File: src/rtl/sha_schedule_sequencer_if.sv
// Block-in / schedule-word-out handshake bundle for the SHA-256 schedule sequencer.
interface sha_schedule_sequencer_if;
  logic                  blk_valid_i;
  logic                  blk_ready_o;
  logic [15:0][31:0]     blk_i;
  logic                  w_valid_o;
  logic                  w_ready_i;
  logic [31:0]           w_o;
  logic [5:0]            t_o;
  logic                  last_o;
  logic                  busy_o;

  modport master (
    output blk_valid_i, blk_i, w_ready_i,
    input  blk_ready_o, w_valid_o, w_o, t_o, last_o, busy_o
  );

  modport slave (
    input  blk_valid_i, blk_i, w_ready_i,
    output blk_ready_o, w_valid_o, w_o, t_o, last_o, busy_o
  );
endinterface

File: src/rtl/sha_schedule_sequencer.sv
// Iterative SHA-256 message-schedule sequencer: loads one 16-word block and
// streams W_0..W_63 using a 16-word sliding window and one expander round.

module sha_message_expander_round (
  input  logic [15:0][31:0] history,
  output logic [31:0]       w
);
  logic [31:0] x0;
  logic [31:0] x1;
  logic [31:0] sig0;
  logic [31:0] sig1;

  // history[15] = W_t (oldest), so w = W_{t+16}
  always_comb begin
    x0   = history[14];
    x1   = history[1];
    sig0 = {x0[6:0], x0[31:7]} ^ {x0[17:0], x0[31:18]} ^ (x0 >> 3);
    sig1 = {x1[16:0], x1[31:17]} ^ {x1[18:0], x1[31:19]} ^ (x1 >> 10);
    w    = sig1 + history[6] + sig0 + history[15];
  end
endmodule

module sha_schedule_sequencer #(
  parameter int unsigned ROUNDS = 64,
  parameter int unsigned WIDTH  = 32
) (
  input  logic                     clk,
  input  logic                     rst,
  sha_schedule_sequencer_if.slave  bus
);
  localparam int unsigned TW     = 6;
  localparam int unsigned NWORDS = 16;
  localparam logic [TW-1:0] T_LAST   = TW'(ROUNDS - 1);
  localparam logic [TW-1:0] T_PENULT = TW'(ROUNDS - 2);

  typedef enum logic {
    IDLE = 1'b0,
    RUN  = 1'b1
  } state_e;

  state_e                          state_q, state_d;
  logic [NWORDS-1:0][WIDTH-1:0]    hist_q, hist_d;
  logic [TW-1:0]                   t_q, t_d;
  logic                            blk_ready_q, blk_ready_d;
  logic                            w_valid_q, w_valid_d;
  logic                            busy_q, busy_d;
  logic                            last_q, last_d;
  logic [WIDTH-1:0]                w_new;
  logic                            xfer;

  sha_message_expander_round u_round (
    .history (hist_q),
    .w       (w_new)
  );

  always_comb begin
    state_d     = state_q;
    hist_d      = hist_q;
    t_d         = t_q;
    blk_ready_d = blk_ready_q;
    w_valid_d   = w_valid_q;
    busy_d      = busy_q;
    last_d      = last_q;
    xfer        = w_valid_q & bus.w_ready_i;

    case (state_q)
      IDLE: begin
        if (bus.blk_valid_i) begin
          // M_0 lands in the oldest slot so it is presented first
          for (int unsigned j = 0; j < NWORDS; j++) begin
            hist_d[4'(NWORDS - 1 - j)] = bus.blk_i[4'(j)];
          end
          t_d         = '0;
          state_d     = RUN;
          blk_ready_d = 1'b0;
          w_valid_d   = 1'b1;
          busy_d      = 1'b1;
          last_d      = 1'b0;
        end
      end
      RUN: begin
        if (xfer) begin
          hist_d = {hist_q[NWORDS-2:0], w_new};
          t_d    = t_q + TW'(1);
          last_d = (t_q == T_PENULT);
          if (t_q == T_LAST) begin
            state_d     = IDLE;
            t_d         = '0;
            blk_ready_d = 1'b1;
            w_valid_d   = 1'b0;
            busy_d      = 1'b0;
            last_d      = 1'b0;
          end
        end
      end
      default: begin
        state_d     = IDLE;
        blk_ready_d = 1'b1;
        w_valid_d   = 1'b0;
        busy_d      = 1'b0;
        last_d      = 1'b0;
      end
    endcase
  end

  always_ff @(posedge clk) begin
    if (rst) begin
      state_q     <= IDLE;
      hist_q      <= '0;
      t_q         <= '0;
      blk_ready_q <= 1'b1;
      w_valid_q   <= 1'b0;
      busy_q      <= 1'b0;
      last_q      <= 1'b0;
    end else begin
      state_q     <= state_d;
      hist_q      <= hist_d;
      t_q         <= t_d;
      blk_ready_q <= blk_ready_d;
      w_valid_q   <= w_valid_d;
      busy_q      <= busy_d;
      last_q      <= last_d;
    end
  end

  assign bus.blk_ready_o = blk_ready_q;
  assign bus.w_valid_o   = w_valid_q;
  assign bus.w_o         = hist_q[NWORDS-1];
  assign bus.t_o         = t_q;
  assign bus.last_o      = last_q;
  assign bus.busy_o      = busy_q;
endmodule

File: src/flat_wrapper.sv
// flat-port wrapper written by rule: the top's interface ports become plain ports
module sha_schedule_sequencer_flat 
#(
  parameter int unsigned ROUNDS = 64,
  parameter int unsigned WIDTH  = 32
)
  (clk, rst, bus_blk_valid_i, bus_blk_i, bus_w_ready_i, bus_blk_ready_o, bus_w_valid_o, bus_w_o, bus_t_o, bus_last_o, bus_busy_o);
  sha_schedule_sequencer_if bus_i ();
  input  logic clk;
  input  logic rst;
  input wire logic [$bits(bus_i.blk_valid_i)-1:0] bus_blk_valid_i;
  input wire logic [$bits(bus_i.blk_i)-1:0] bus_blk_i;
  input wire logic [$bits(bus_i.w_ready_i)-1:0] bus_w_ready_i;
  output wire logic [$bits(bus_i.blk_ready_o)-1:0] bus_blk_ready_o;
  output wire logic [$bits(bus_i.w_valid_o)-1:0] bus_w_valid_o;
  output wire logic [$bits(bus_i.w_o)-1:0] bus_w_o;
  output wire logic [$bits(bus_i.t_o)-1:0] bus_t_o;
  output wire logic [$bits(bus_i.last_o)-1:0] bus_last_o;
  output wire logic [$bits(bus_i.busy_o)-1:0] bus_busy_o;
  assign bus_i.blk_valid_i = bus_blk_valid_i;
  assign bus_i.blk_i = bus_blk_i;
  assign bus_i.w_ready_i = bus_w_ready_i;
  assign bus_blk_ready_o = bus_i.blk_ready_o;
  assign bus_w_valid_o = bus_i.w_valid_o;
  assign bus_w_o = bus_i.w_o;
  assign bus_t_o = bus_i.t_o;
  assign bus_last_o = bus_i.last_o;
  assign bus_busy_o = bus_i.busy_o;
  sha_schedule_sequencer #(.ROUNDS(ROUNDS), .WIDTH(WIDTH)) u_core (.clk(clk), .rst(rst), .bus(bus_i));
endmodule
File: config.mk
export PLATFORM = sky130hd
export DESIGN_NAME = sha_schedule_sequencer_flat
export DESIGN_NICKNAME = d
export VERILOG_FILES = /design/src/rtl/sha_schedule_sequencer_if.sv /design/src/rtl/sha_schedule_sequencer.sv /design/src/flat_wrapper.sv
export SDC_FILE = /design/constraint.sdc
export NUM_CORES = 1
export LEC_CHECK = 0
export CAP_MARGIN = 20
export CORE_UTILIZATION = 55
export CTS_CLUSTER_DIAMETER = 60
export DETAILED_ROUTE_END_ITERATION = 10
export PLACE_DENSITY = 0.83
export SLEW_MARGIN = 15
export SYNTH_ARGS = -nofsm -noshare
export SYNTH_HDL_FRONTEND = slang
export SYNTH_HIERARCHICAL = 1
export SYNTH_SLANG_ARGS = --single-unit
File: constraint.sdc
create_clock -name clk -period 13.3 [get_ports clk]
set_clock_uncertainty 0.1 [all_clocks]
set_input_delay 3.99 -clock clk [delete_from_list [all_inputs] [get_ports clk]]
set_output_delay 3.99 -clock clk [all_outputs]
set_load 0.02 [all_outputs]
==> results of run 1 <==
[critical path: stages]
cell and delay, ns:
clkdlybuf4s50_1 0.50, nand3_2 0.24, nand2_8 0.76, buf_4 0.92
buf_12 0.68, a211oi_1 0.22
[Yosys cell counts, drive strengths merged (2+ instances only)]
cell type  count
dfxtp        522
nor3         515
a211oi       514
mux2i        513
buf          251
inv          131
xnor2         88
clkbuf        77
fa            62
xor2          60
a21oi         41
ha            33
nand2         27
o21ai         24
nand3         13
nor2          10
nand4          9
nor2b          6
o211ai         6
a31oi          5
o21bai         5
a21o           4
and3           4
nand2b         4
o2111ai        4
o21a           4
o31ai          4
and2           3
nor4           3
a211o          2
o22ai          2
or3            2
[flip-flops by register name, summed over array words and instances (netlist names)]
| name | cells |
|---|---|
| u_core/bus.w_o | 32 |
| u_core/bus.t_o | 6 |
| u_core/state_q | 1 |
| u_core/hist_q | 480 |
| u_core/bus.last_o | 1 |
| u_core/bus.busy_o | 1 |
| u_core/bus.blk_ready_o | 1 |
[metal layers]
| metal | vias up | track usage | wire (um) |
|---|---|---|---|
| met3 | 211 | 0.0761 | 8200 |
| met1 | 12251 | 0.448 | 42200 |
| met5 | - | 0 | 136 |
| met2 | 1093 | 0.564 | 48200 |
| met4 | 18 | 0.164 | 4670 |
| li1 | 11489 | - | - |
[power groups by stage]
stage / clock [W] / sequential [W] / combinational, W
after floorplan: 0 / 0.00183 / 0.00155
after global placement: 0 / 0.00190 / 0.00212
after detailed placement: 0 / 0.00190 / 0.00218
after CTS: 0.00156 / 0.00187 / 0.00219
after global routing: 0.00163 / 0.00189 / 0.00240
final: 0.00155 / 0.00188 / 0.00224
[worst min path at each step]
stage	slack, ns	end	from
2_1_floorplan	0.44	u_core/hist_q[159]	u_core/hist_q[127]
6_report	0.39	u_core/bus.last_o	u_core/bus.last_o
4_1_cts	0.39	u_core/bus.last_o	u_core/bus.last_o
3_3_place_gp	0.36	u_core/bus.last_o	u_core/bus.last_o
3_5_place_dp	0.38	u_core/bus.last_o	u_core/bus.last_o
5_1_grt	0.41	u_core/bus.last_o	u_core/bus.last_o
[kinds of logic (layout without fill, tap and decap cells)]
family                     Yosys count  in the layout  share of synthesized area
other                                0             17                          0
and+or+nand+nor                    600            600                     0.0988
DFF                                522            522                      0.341
adders and majority gates           95             95                     0.0540
AOI/OAI and AO/OA                  622            622                      0.217
xor gates and xnor gates           148            148                     0.0423
muxes                              513            513                      0.168
buffers and inverters              459            807                     0.0792
[cell type report]
type,count,area (um2)
sequential,522,10500
clock inverter,15,131
inverter,131,492
clock buffer,86,1680
antenna,17,42.5
multi-input combinational,1978,17800
fill,4282,17700
tap,748,936
timing repair buffer,575,5850
[through the flow]
step	area, um2	util
floorplan	30600	-
finish	37400	0.678
detailed placement	35500	0.645
global placement	35500	0.645
CTS	37300	0.678
global route	37400	0.678
==> flow_metrics.tcl, run 1 <==
set metrics [dict create \
    ys_seq_elements 522 \
    grt_usage 0.351 \
    worstPathArrival_ns 7.64 \
    cts_tree "yes" \
    place_hpwl_um 73600 \
    place_congestion 0.959 \
    avgViaCountPerCell 6.15 \
    drt_iter0_drc 2516 \
    cts.clk_slew.worst_paths_ns 0.06 \
    ys.warnings.count 6 \
    ir_drop_mv 0.118 \
    hold_slack_ns 0.391 \
    ys.flop_type "dfxtp_1" \
    p_per_area_mw_per_mm2 152 \
    finalPower_w 0.00567 \
    critPathLaunchType "input pin" \
    wire_per_inst_um 25.4 \
    post_cts_resized 0 \
    drc 0 \
    place_ws_ns 5.55 \
    grt_pass1_wl_um 152000 \
    slew_headroom 0.0721 \
    grt_pass1_vias 24886 \
    p_clk_frac 0.273 \
    final_layout_size_suffix_gt1_frac 0.163 \
    coreArea_mm2 0.0551 \
    r2r-end "u_core/hist_q[31]" \
    clk_latency_ns 0.62 \
    cts_buffer_depth 3 \
    syn_avg_cell_area_um2 10.4 \
    synth_seq_area_share 0.341 \
    required_ns 13.63 \
    r2r_slack_ns 8.14 \
    hold_viol_final 0 \
    slew_viol_final 0 \
    ant_nets 0 \
    r2r.worst_path.cells 16 \
    cell_internal_pwr_w 0.00354 \
    postCtsHoldBufs 0 \
    pwr-share-comb 0.396 \
    die_w_um 238 \
    yosysTopAreaCell "dfxtp_1" \
    placedCellCount 3954 \
    critPathCapture "u_core/hist_q[236]" \
    cap_violations 0 \
    die_area_mm2 0.0567 \
    post-cts-setup-buffers 0 \
    setup_ws_ns 5.99 \
    die_h_um 238 \
    totalWireLength_um 103000 \
    antenna_found_initial 23 \
    yosys-top-cells-area "dfxtp_1 (34%), a211oi_2 (17%), mux2i_1 (17%)" \
    r2r-start "u_core/hist_q[452]" \
    dr.pass1.iters 7 \
    path_class "input pin to register" \
    endpoint_kind "register" \
    area_growth_syn_to_layout_pct 22.0 \
    synthArstFlopShare 0 \
    syn_inst 2959 \
    startpoint "bus_w_ready_i" \
    final_cell_mix "clkdlybuf4s50_1 (556), dfxtp_1 (521), nor3_1 (515)" \
    ys_types 54 \
    synth_area_mm2 0.0306 \
    hold_path_depth 2 \
    layout_commonest_cell "clkdlybuf4s50_1" \
    rsz0062_at_grt "false" \
    hold_class "register to register" \
    port_buffers 557 \
    swShare 0.375 \
    start_util 0.556 \
    setup_viol 0 \
    grt_overflow_total 0 \
    numCtsBuffers 55 \
    p_leak_nw 13.3 \
    pwr-share-seq 0.331 \
    ioPinCount 558 \
    clock.fmax_ghz 0.137 \
    cts_root_buffer "clkbuf_16" \
    cp_max_fo 136 \
    synthesis.nets 3570 \
    yosysTopAreaCellShare 0.341 \
    nets 3874 \
    dr_total_vias 25062 \
    tns_ns 0 \
    grt_max_degree 234 \
    h-tree-depth 2 \
    synth_edf_count 0 \
    p_switching_w 0.00213 \
    finalNonFillerCells 4072 \
    cts_sinks 522 \
    status "completed" \
    period_needed_ns 7.31 \
    core.rowCount 86 \
    post-route-period-util 0.550 \
    worstMarginPinSlew_ns 1.39 \
]
Power figures use the tool's default switching activity.
==> run 2, diff against run 1 <==
- CORE_UTILIZATION: 55 -> 49
- PLACE_DENSITY: 0.83 -> 0.78
- clock period: 13.3 -> 5.9 ns (I/O delays scaled with it)
==> flow_metrics.tcl, run 2 (synthesized netlist as in run 1, its figures left out) <==
set metrics [dict create \
    placed_cell_area_mm2 0.0361 \
    wire_per_inst_um 25.4 \
    ir_drop_mv 0.227 \
    die_w_um 252 \
    numCtsBuffers 57 \
    core.rowCount 91 \
    p_per_area_mw_per_mm2 340 \
    die_area_mm2 0.0635 \
    pwr-share-comb 0.388 \
    avgViaCountPerCell 5.89 \
    fin_util 0.616 \
    critPathLaunchType "register" \
    die_h_um 252 \
    area_growth_syn_to_layout_pct 24.1 \
    drc 0 \
    p_clk_frac 0.285 \
    slew_headroom 0.296 \
    slowest_delay_ns 0.49 \
    post-route-period-util 0.796 \
    clock.fmax_ghz 0.213 \
    ant_nets 0 \
    met1_length_um 45200 \
    finalPower_w 0.0129 \
    nets 3907 \
    slew_viol_final 0 \
    cts_sinks 522 \
    worstPathArrival_ns 5.11 \
    cts_tree "yes" \
    largest_register_ffs 480 \
    hold_class "register to register" \
    post-cts-setup-buffers 0 \
    place_congestion 0.982 \
    cts_root_buffer "clkbuf_16" \
    p_leak_nw 13.5 \
    tns_ns 0 \
    cp_max_fo 5 \
    final_area_mm2 0.0380 \
    setup_viol 0 \
    wl_met3_um 7340 \
    required_ns 6.32 \
    grt_pass1_vias 24155 \
    regMostFlops "u_core/hist_q" \
    totalWireLength_um 106000 \
    period_needed_ns 4.69 \
    port_buffers 557 \
    h-tree-depth 2 \
    grt_max_degree 196 \
    ioPinCount 558 \
    antenna_found_initial 18 \
    hold_slack_ns 0.372 \
    cts_buffer_depth 3 \
    place_hpwl_um 77500 \
    path_class "register to register" \
    status "completed" \
    postCtsHoldBufs 0 \
    grt_pass1_wl_um 155000 \
    cp_slowest_cell "fa_1" \
    clk_latency_ns 0.63 \
    wl_met2_um 49200 \
    final_layout_size_suffix_gt1_frac 0.173 \
    grt_usage 0.323 \
    cts.clk_slew.worst_paths_ns 0.06 \
    layout_commonest_cell "clkdlybuf4s50_1" \
    grt_overflow_total 0 \
    coreArea_mm2 0.0617 \
    drt_iter0_drc 2420 \
    dr.max_layer_used "met5" \
    cap_violations 0 \
    final_cell_mix "clkdlybuf4s50_1 (556), dfxtp_1 (521), nor3_1 (515)" \
    rsz0062_at_grt "false" \
    dr_total_vias 24655 \
    worstMarginPinSlew_ns 1.06 \
    post_cts_resized 0 \
    cell_internal_pwr_w 0.00815 \
    cp_common_cell "fa_1" \
    cp_cell_sequence "xor2_1 -> xnor2_1 -> fa_1 -> fa_1 -> inv_1 -> ha_1 -> fa_1 -> a21oi_1 -> o211ai_1 -> a211o_1 -> a21oi_1 -> a32o_1 -> o21ai_0 -> xnor2_1 -> mux2i_1 -> a211oi_1" \
    nFillCells 5161 \
    pwr-share-seq 0.327 \
    endpoint_kind "register" \
    start_util 0.497 \
    dr.pass1.iters 5 \
    p_switching_w 0.00478 \
    swShare 0.370 \
    hold_viol_final 0 \
]
[run 2: power by group through the flow]
stage                     Combinational (W)  Clock (W)  Sequential [W]
final                               0.00502    0.00368         0.00423
after floorplan                     0.00350          0         0.00413
after global routing                0.00540    0.00386         0.00425
after CTS                           0.00494    0.00373         0.00422
after global placement              0.00492          0         0.00428
after detailed placement            0.00492          0         0.00429
[run 2: layout make-up]
type                    count  area [um2]  share of cell area
multi-input cells        1978       17800               0.468
flip-flops and latches    522       10500               0.275
repair buffers            606        6290               0.165
clock buffers              85        1710              0.0451
well taps                 837        1050              0.0275
inverters                 131         492              0.0129
clock inverters            17         213             0.00560
diodes                      9        22.5            0.000592
[run 2: final timing paths]
| path | startpoint | to | slack (ns) | cells past startpoint |
|---|---|---|---|---|
| setup / recovery | u_core/hist_q[452] | u_core/hist_q[31] | 1.21 | 16 |
| hold / removal | u_core/bus.last_o | u_core/bus.last_o | 0.37 | 2 |
| setup reg to reg | u_core/hist_q[452] | u_core/hist_q[31] | 1.21 | 16 |
| hold reg to reg | u_core/bus.last_o | u_core/bus.last_o | 0.37 | 2 |
[run 2: metrics by stage]
step,cells,setup WS [ns]
6_report,4185,1.21
4_1_cts,4176,1.25
2_1_floorplan,2959,1.73
5_1_grt,4184,0.926
3_5_place_dp,4074,1.29
3_3_place_gp,4074,1.34
[run 2: worst max-delay path, delay by kind of cell, from the launching register on]
| kind | cells | cell delay, ns |
|---|---|---|
| DFF | 1 | 0.45 |
| muxes | 1 | 0.09 |
| adders and majority gates | 4 | 1.60 |
| buffers and inverters | 1 | 0.05 |
| xor gates and xnor gates | 3 | 0.59 |
| AOI/OAI and AO/OA | 7 | 1.72 |
[run 2: per-layer routing]
layer / vias to the layer above / GRT usage
li1: 11551 / -
met1: 11936 / 0.423
met2: 965 / 0.517
met3: 183 / 0.0619
met4: 20 / 0.139
met5: - / 0
==> run 3, diff against run 2 <==
- clock period: 5.9 -> 4.1 ns (I/O delays scaled with it)
==> flow_metrics.tcl, run 3 (synthesized netlist as in run 1, its figures left out) <==
set metrics [dict create \
    status "finished with violations" \
    violations "negative setup slack" \
    p_leak_nw 14.4 \
    postCtsHoldBufs 0 \
    cp_slowest_cell "fa_1" \
    cts_buffer_depth 3 \
    cpLargestDelayFamily "adder cells" \
    holdPathEnd "u_core/bus.last_o" \
    tns_ns -0.0802 \
    nets 4067 \
    cap_violations 0 \
    core.rowCount 91 \
    crit_cells 15 \
    cts.clk_slew.worst_paths_ns 0.06 \
    hold_start "u_core/bus.last_o" \
    place_congestion 0.975 \
    avgViaCountPerCell 5.88 \
    cp_cell_sequence "xor2_1 -> xnor2_1 -> fa_1 -> inv_1 -> fa_1 -> ha_1 -> nand2_2 -> or3b_4 -> a2111o_1 -> a31oi_4 -> o21ai_4 -> o31ai_2 -> xor2_1 -> mux2i_1 -> a211oi_2" \
    p_per_area_mw_per_mm2 494 \
    worstMarginPinSlew_ns 0.957 \
    regMostFlops "u_core/hist_q" \
    slowest_delay_ns 0.48 \
    worstPathArrival_ns 4.58 \
    rsz0062_at_grt "true" \
    endpoint_kind "register" \
    h-tree-depth 2 \
    wire_per_inst_um 25.0 \
    grt_usage 0.330 \
    hold_slack_ns 0.385 \
    die_area_mm2 0.0635 \
    required_ns 4.54 \
    totalWireLength_um 109000 \
    clk_latency_ns 0.63 \
    area_growth_syn_to_layout_pct 29.3 \
    ant_nets 0 \
    ir_drop_mv 0.358 \
    cp_max_fo 4 \
    r2r.worst_path.cells 15 \
    r2r-start "u_core/hist_q[456]" \
    setup_ws_ns -0.0374 \
    cts_sinks 522 \
    crit_buf_inv 1 \
    start_util 0.497 \
    drt_iter0_drc 2237 \
    die_h_um 252 \
    path_class "register to register" \
    drc 0 \
    post-route-period-util 1.01 \
    r2r-end "u_core/hist_q[28]" \
    die_w_um 252 \
    grt_max_degree 95 \
    final_cell_mix "clkdlybuf4s50_1 (556), mux2i_1 (513), dfxtp_1 (513)" \
    final_layout_size_suffix_gt1_frac 0.225 \
    hold_path_depth 2 \
    r2r_slack_ns -0.04 \
    layout_commonest_cell "clkdlybuf4s50_1" \
    antenna_found_initial 18 \
    cts_tree "yes" \
    grt_pass1_vias 24869 \
    slew_headroom 0.362 \
    setup_viol 4 \
    clock.fmax_ghz 0.242 \
    critPathLaunchType "register" \
    grt_overflow_total 0 \
    dr.pass1.iters 5 \
    largest_register_ffs 480 \
    place_hpwl_um 82000 \
    port_buffers 557 \
    hold_viol_final 0 \
    slew_viol_final 0 \
    numCtsBuffers 58 \
    cts_root_buffer "clkbuf_16" \
    period_needed_ns 4.14 \
    finalPower_w 0.0196 \
    ioPinCount 558 \
    hold_class "register to register" \
    grt_pass1_wl_um 158000 \
    dr_total_vias 25582 \
    coreArea_mm2 0.0617 \
]
[run 3: changes by cell type in the layout (fill, tap and decap cells not counted), sizes merged]
| cell | change |
|---|---|
| buf | +159 |
| clkbuf | +6 |
| clkinvlp | +1 |
| bufinv | -2 |
| inv | -3 |
| clkinv | +3 |
[run 3: worst min-delay path: cells and delay by family (launching register included)]
family,cells,cell delay [ns]
flip-flops,1,0.32
AO/OA/AOI/OAI,1,0.06
AND/OR/NAND/NOR,1,0.06
[run 3: cell type report]
type / count / area [um2]
Sequential cell: 522 / 10500
Timing Repair Buffer: 765 / 7650
Clock inverter: 16 / 148
Clock buffer: 91 / 1690
Tap cell: 837 / 1050
Fill cell: 5051 / 22100
Inverter: 131 / 492
Multi-Input combinational cell: 1978 / 18100
Antenna cell: 9 / 22.5
[run 3: metrics by stage]
| step | cell area, um2 | setup WS, ns | util | instances |
|---|---|---|---|---|
| after global routing | 39600 | -0.180 | 0.642 | 4348 |
| final | 39600 | -0.0374 | 0.642 | 4349 |
| after CTS | 39300 | -0.0497 | 0.637 | 4337 |
| after floorplan | 30700 | 0.0117 | - | 2959 |
| after global placement | 37400 | -0.218 | 0.606 | 4226 |
| after detailed placement | 37400 | -0.297 | 0.606 | 4226 |
[run 3: how the worst max path moves through the flow]
stage	startpoint	to	slack [ns]
2_1_floorplan	u_core/hist_q[471]	u_core/hist_q[28]	0.01
3_3_place_gp	u_core/hist_q[452]	u_core/hist_q[31]	-0.22
3_5_place_dp	u_core/hist_q[452]	u_core/hist_q[31]	-0.30
4_1_cts	u_core/hist_q[467]	u_core/hist_q[31]	-0.05
5_1_grt	u_core/hist_q[453]	u_core/hist_q[28]	-0.18
6_report	u_core/hist_q[456]	u_core/hist_q[28]	-0.04
[run 3: where the power goes]
group / switching (W) / leakage (nW) / total [W] / internal [W]
logic: 0.00450 / 9.14 / 0.00844 / 0.00394
registers: 0.000437 / 4.33 / 0.00602 / 0.00558
clock network: 0.00221 / 0.895 / 0.00510 / 0.00289
total: 0.00715 / 14.4 / 0.0196 / 0.0124
[run 3: repair_timing]
| item | CTS | global route |
|---|---|---|
| setup buffers | 4 | 4 |
| resized for setup | 24 | 46 |
| pin swaps | 29 | 41 |
| endpoints found under the setup margin | 13 | 21 |
[run 3: layer usage]
| layer | vias up | global-route usage | share of wire |
|---|---|---|---|
| li1 | 11877 | - | - |
| met1 | 12341 | 0.423 | 0.41 |
| met2 | 1127 | 0.541 | 0.47 |
| met3 | 219 | 0.0574 | 0.076 |
| met4 | 18 | 0.147 | 0.048 |
| met5 | - | 0 | 0.0012 |
